**src/rtl/prod_pkg.sv**
```systemverilog
// prod_pkg: shared state encoding, timing constants and default address map for prod_engine.
package prod_pkg;
    typedef enum logic [3:0] {RD0, RD1, RD2, RD3, MUL, WR0, WR1, WR2, WR3, DONE} state_t;
    localparam int MUL_CYCLES = 16;
    localparam int BYTES_PER_PAIR = 4;
    localparam int NUM_PAIRS_DEF = 16;
    localparam int SRC_BASE_DEF = 0;
    localparam int DST_BASE_DEF = 64;
    localparam int ADDR_W_DEF = 8;
endpackage

```
**src/rtl/booth_mul16.sv**
```systemverilog
// booth_mul16: sequential radix-2 Booth multiplier, p = a*b signed, one step per cycle.
module booth_mul16
    import prod_pkg::*;
(
    input  logic               clk,
    input  logic               reset,
    input  logic               start,
    input  logic signed [15:0] a,
    input  logic signed [15:0] b,
    output logic signed [31:0] p,
    output logic               ready
);
    logic signed [15:0] m;
    logic signed [15:0] acc;
    logic [15:0]        q;
    logic               q1;
    logic [4:0]         cnt;
    logic signed [16:0] sum;

    // 17-bit sum keeps the -32768 multiplicand case exact before the arithmetic shift
    always_comb begin
        sum = (q[0] && !q1) ? {acc[15], acc} - {m[15], m} :
              (!q[0] && q1) ? {acc[15], acc} + {m[15], m} : {acc[15], acc};
        p = {acc, q};
        ready = cnt == 5'd1;
    end

    always_ff @(posedge clk) begin
        if (reset) begin
            m   <= '0;
            acc <= '0;
            q   <= '0;
            q1  <= 1'b0;
            cnt <= '0;
        end else if (start) begin
            m   <= a;
            acc <= '0;
            q   <= b;
            q1  <= 1'b0;
            cnt <= 5'(MUL_CYCLES);
        end else if (cnt != 5'd0) begin
            acc <= sum[16:1];
            q   <= {sum[0], q[15:1]};
            q1  <= q[0];
            cnt <= cnt - 5'd1;
        end
    end
endmodule

```
**src/rtl/prod_engine.sv**
```systemverilog
// prod_engine: reads signed 16-bit operand pairs from data memory, multiplies them
// and writes the 32-bit products back big-endian, then raises done until reset.
module prod_engine
    import prod_pkg::*;
#(
    parameter int NUM_PAIRS = NUM_PAIRS_DEF,
    parameter int SRC_BASE  = SRC_BASE_DEF,
    parameter int DST_BASE  = DST_BASE_DEF,
    parameter int ADDR_W    = ADDR_W_DEF
) (
    input  logic              clk,
    input  logic              reset,
    output logic [ADDR_W-1:0] mem_addr,
    input  logic [7:0]        mem_rd_data,
    output logic              mem_wr_en,
    output logic [7:0]        mem_wr_data,
    output logic              done
);
    localparam int PW = NUM_PAIRS > 1 ? $clog2(NUM_PAIRS) : 1;

    state_t             state, next;
    logic [PW-1:0]      pair;
    logic [7:0]         a_hi, a_lo, b_hi;
    logic               start, ready, is_rd, is_wr, last;
    logic [1:0]         k;
    logic [ADDR_W-1:0]  off;
    logic signed [31:0] p;

    booth_mul16 u_mul (
        .clk   (clk),
        .reset (reset),
        .start (start),
        .a     ($signed({a_hi, a_lo})),
        .b     ($signed({b_hi, mem_rd_data})),
        .p     (p),
        .ready (ready)
    );

    always_ff @(posedge clk) begin
        if (reset) state <= RD0;
        else       state <= next;
    end

    always_comb begin
        next = state;
        unique case (state)
            RD0:     next = RD1;
            RD1:     next = RD2;
            RD2:     next = RD3;
            RD3:     next = MUL;
            MUL:     next = ready ? WR0 : MUL;
            WR0:     next = WR1;
            WR1:     next = WR2;
            WR2:     next = WR3;
            WR3:     next = last ? DONE : RD0;
            DONE:    next = DONE;
            default: next = RD0;
        endcase
    end

    // the low operand byte goes straight into the multiplier as it loads in RD3
    always_ff @(posedge clk) begin
        if (reset) begin
            pair <= '0;
            a_hi <= '0;
            a_lo <= '0;
            b_hi <= '0;
        end else begin
            if (state == RD0) a_hi <= mem_rd_data;
            if (state == RD1) a_lo <= mem_rd_data;
            if (state == RD2) b_hi <= mem_rd_data;
            if (state == WR3 && !last) pair <= pair + 1'b1;
        end
    end

    always_comb begin
        last = pair == PW'(NUM_PAIRS - 1);
        is_rd = state inside {RD0, RD1, RD2, RD3};
        is_wr = state inside {WR0, WR1, WR2, WR3};
        k = is_wr ? 2'(state - WR0) : 2'(state - RD0);
        off = ADDR_W'({pair, k});
        start = state == RD3;
        done = state == DONE;
        mem_addr = is_rd ? ADDR_W'(SRC_BASE) + off :
                   is_wr ? ADDR_W'(DST_BASE) + off : ADDR_W'(SRC_BASE);
        mem_wr_en = is_wr && !reset;
        mem_wr_data = !is_wr   ? 8'h00 :
                      k == 2'd0 ? p[31:24] :
                      k == 2'd1 ? p[23:16] :
                      k == 2'd2 ? p[15:8] : p[7:0];
    end
endmodule

```
**config.mk**
```make
export PLATFORM = sky130hd
export DESIGN_NAME = prod_engine
export DESIGN_NICKNAME = d
export VERILOG_FILES = /design/src/rtl/prod_pkg.sv /design/src/rtl/booth_mul16.sv /design/src/rtl/prod_engine.sv
export SDC_FILE = /design/constraint.sdc
export NUM_CORES = 1
export LEC_CHECK = 0
export ABC_AREA = 1
export CORE_MARGIN = 3
export CORE_UTILIZATION = 63
export CTS_BUF_LIST = sky130_fd_sc_hd__clkbuf_2 sky130_fd_sc_hd__clkbuf_4 sky130_fd_sc_hd__clkbuf_8
export DETAILED_ROUTE_END_ITERATION = 10
export PLACE_DENSITY = 0.83
export SYNTH_ARGS = -nofsm -noshare
export SYNTH_HDL_FRONTEND = slang
export SYNTH_SLANG_ARGS = --single-unit
```
**constraint.sdc**
```tcl
create_clock -name clk -period 2.95 [get_ports clk]
set_input_delay 0.4425 -clock clk [delete_from_list [all_inputs] [get_ports clk]]
set_output_delay 0.4425 -clock clk [all_outputs]
set_load 0.01 [all_outputs]
```
==> out/metrics.yaml <==
drt:
  detail-route-antenna-nets: 0
  firstDrtPassIters: 5
  wl_met3_microns: 1520
  topRoutingLayerUsed: "met4"
  wl_per_cell_microns: 14.7
  vias_per_cell: 5.46
  drc_errors: 0
  met1_length_microns: 7280
  dr_wl_met2_microns: 7910
  via_count: 6401
  drt_iter0_drc: 539
  drt-total-wl_microns: 17200
clocking:
  ctsRootBufferMaster: "clkbuf_8"
  cts_tree: "built"
  clockBufferDepth: 2
  cts.clk_slew.worst_paths_ns: 0.09
  cts_num_sinks: 86
  worstSkewPairLatency_ns: 0.36
  htree_levels: 3
  cts_made_buffers: 9
sta:
  slew_viol_final: 0
  rsz0062_at_grt: "yes"
  clock_skew_ns: 0.0144
  setup_viol_count_final: 0
  hold_violations: 0
  max_freq_ghz: 0.346
  min_period_ns: 2.89
  fin_crit_sh: 0.981
  tightest_slew_ns: 1.15
  relSlewSlack: 0.232
final_layout:
  area_growth_pct: 11.3
  multiInputGateArea_sq_um: 3670
  fillers: 816
  regArea_sq_um: 1720
  antenna_cells: 0
  final_layout_size_suffix_gt1_frac: 0.0670
  fin_nets: 1094
  fin_area_sq_um: 6920
pwr:
  combinationalPowerShare: 0.561
  p_per_area_nw_per_um2: 816
  sw_frac_of_total: 0.491
  p_clk_frac: 0.152
  fin_total_pwr_mw: 5.64
  seqPwrFrac: 0.287
  leakagePower_nw: 3.67
  p_int_mw: 2.87
  power_switching_mw: 2.77
  vdd_ir_drop_max_mv: 0.445
setup_path:
  crit_arrival_ns: 2.45
  crit_chain: "inv_2 -> ha_2 -> o21ai_2 -> nand3_2 -> ha_4 -> buf_6 -> a21oi_1 -> clkdlybuf4s50_1"
  critPathSlowestCell: "clkdlybuf4s50_1"
  r2r_slack_ns: 0.52
  crit_required_ns: 2.51
  critPathMaxFanout: 4
  crit_type: "reg -> out"
  r2r-end: "u_mul.acc[0]"
  start_kind: "register"
  r2r-start: "u_mul.q[0]"
  worst_setup_path_end_kind: "output port"
  reg2regPathDepth: 7
  slowest_delay_ns: 0.57
synthesis:
  synth_commonest_cells: "246 x nand2_1, 190 x inv_1, 99 x nor2_1"
  synth.area.top_cells: "dfxtp_1 28%, nand2_1 15%, inv_1 11%, ha_1 8.7%, nand3_1 6.6%"
  synth_top_area_cell: "dfxtp_1"
  ys_warn_count: 0
  synth_ff_type: "dfxtp_1"
  synth.most_common_cell: "nand2_1"
  synth-async-reset-ratio: 0
  yosysTopAreaCellShare: 0.277
  avgSynthCellArea_sq_um: 6.11
  yosysUniqueCellTypes: 42
  synth-edff-count: 0
  ys_seq_area_frac: 0.277
  ys_seq_elements: 86
  syn-num-nets: 1072
  syn_area_sq_um: 6210
  synthCells: 1017
floorplanning:
  die_y_microns: 105
  die_x_microns: 105
  num_io_pins: 28
  start_util: 0.660
  die_area_sq_um: 11100
  core_sq_um: 9420
  rows: 35
outcome:
  outcome: "completed"
min_path:
  min_path_cells: 2
  hp-start: "u_mul.q[13]"
  min_path_type: "reg -> reg"
  whs_endpoint: "u_mul.q[13]"
place:
  place_hpwl_microns: 13000
  dpl_cell_area_sq_um: 6630
  port_buffers: 26
  gp_congestion: 0.991
global_route:
  grt_antenna_before_repair: 0
  grt_max_degree: 44
  grt_pass1_wl_microns: 28700
  first_global_vias: 5960
  overflow: 0
  grtUsageTotal: 0.317
flow_run:
  drv_cap: 0
-- per-layer routing --
metal | track usage | vias to the layer above
li1 | - | 3246
met1 | 0.413 | 2811
met2 | 0.530 | 301
met3 | 0.0472 | 43
met4 | 0.116 | 0
met5 | 0 | -
-- registers in the layout, summed over array words and instances, names as in the netlist, 5 cells and up --
name and cells:
a_lo 8, u_mul.q 16, u_mul.acc 16, u_mul.cnt 5
u_mul.m 16, a_hi 8, b_hi 8
-- cell families (layout without fill, tap and decap cells) --
kind of cell / count (synthesis) / in the layout / synth area share
AO/OA/AOI/OAI: 174 / 174 / 0.150
XOR/XNOR: 7 / 7 / 0.00987
adder cells (fa/ha/maj): 45 / 45 / 0.0931
buffers and inverters: 231 / 258 / 0.144
flip-flops: 86 / 86 / 0.277
other: 1 / 1 / 0.000604
AND/OR/NAND/NOR: 473 / 473 / 0.326
-- power groups by stage --
stage | clock, mW | sequential (mW) | combinational (mW)
floorplan | 0 | 1.55 | 2.32
global placement | 0 | 1.62 | 2.97
detailed placement | 0 | 1.63 | 3.03
CTS | 0.865 | 1.61 | 3.10
global route | 0.918 | 1.65 | 3.59
finish | 0.857 | 1.62 | 3.17
-- area by class of cell --
class,instances,share of cell area
clock buffer,10,0.0190
clock inverter,6,0.0103
timing repair buffer,46,0.0610
sequential,86,0.249
multi-input combinational,700,0.530
inverter,196,0.107
tap,129,0.0233
-- how the worst max path moves through the flow --
stage	end	cells after the start	startpoint
floorplan	mem_wr_data[0]	13	state[0]
CTS	mem_wr_data[5]	12	state[0]
finish	mem_addr[0]	8	state[0]
detailed placement	mem_wr_data[5]	12	state[0]
global route	mem_wr_data[0]	14	state[0]
global placement	mem_wr_data[5]	12	state[0]
-- cell usage in the layout, fill, tap and decap left out, drive strengths merged, types with 3 or more instances in the layout --
cell             n
nand4           14
a211oi           4
o21bai           3
clkbuf          12
nor2           102
nor3            17
nand3           83
clkinv           4
a31oi           11
xor2             4
buf             20
xnor2            3
dfxtp           86
ha              43
o21ai           82
nand2          252
inv            196
clkdlybuf4s50   17
dlygate4sd2      4
a21oi           68
-- timing repair --
action                     in CTS  in global routing
pin swaps                       1                 13
buffers inserted                1                  0
resized for setup              23                 19
setup endpoints to repair       9                 14
hold buffers                    0                  0
-- metrics by stage --
stage               TNS, ns  std cells  worst slack (ns)  hold slack [ns]   util
detailed placement        0       1156            0.0369            0.459  0.704
floorplan                 0       1017             0.135            0.444      -
global placement          0       1156             0.106            0.452  0.704
finish                    0       1173            0.0569            0.469  0.734
CTS                       0       1173            0.0360            0.471  0.733
global route         -0.115       1173           -0.0452            0.497  0.734
-- worst max-delay path: cells and delay by family, from the launching register on --
family / cells / cell delay [ns]
compound gates: 2 / 0.32
flops: 1 / 0.37
simple gates: 1 / 0.14
buf+inv: 3 / 0.77
fa+ha+maj: 2 / 0.50
Note: power is estimated with default switching activity, not from simulation.
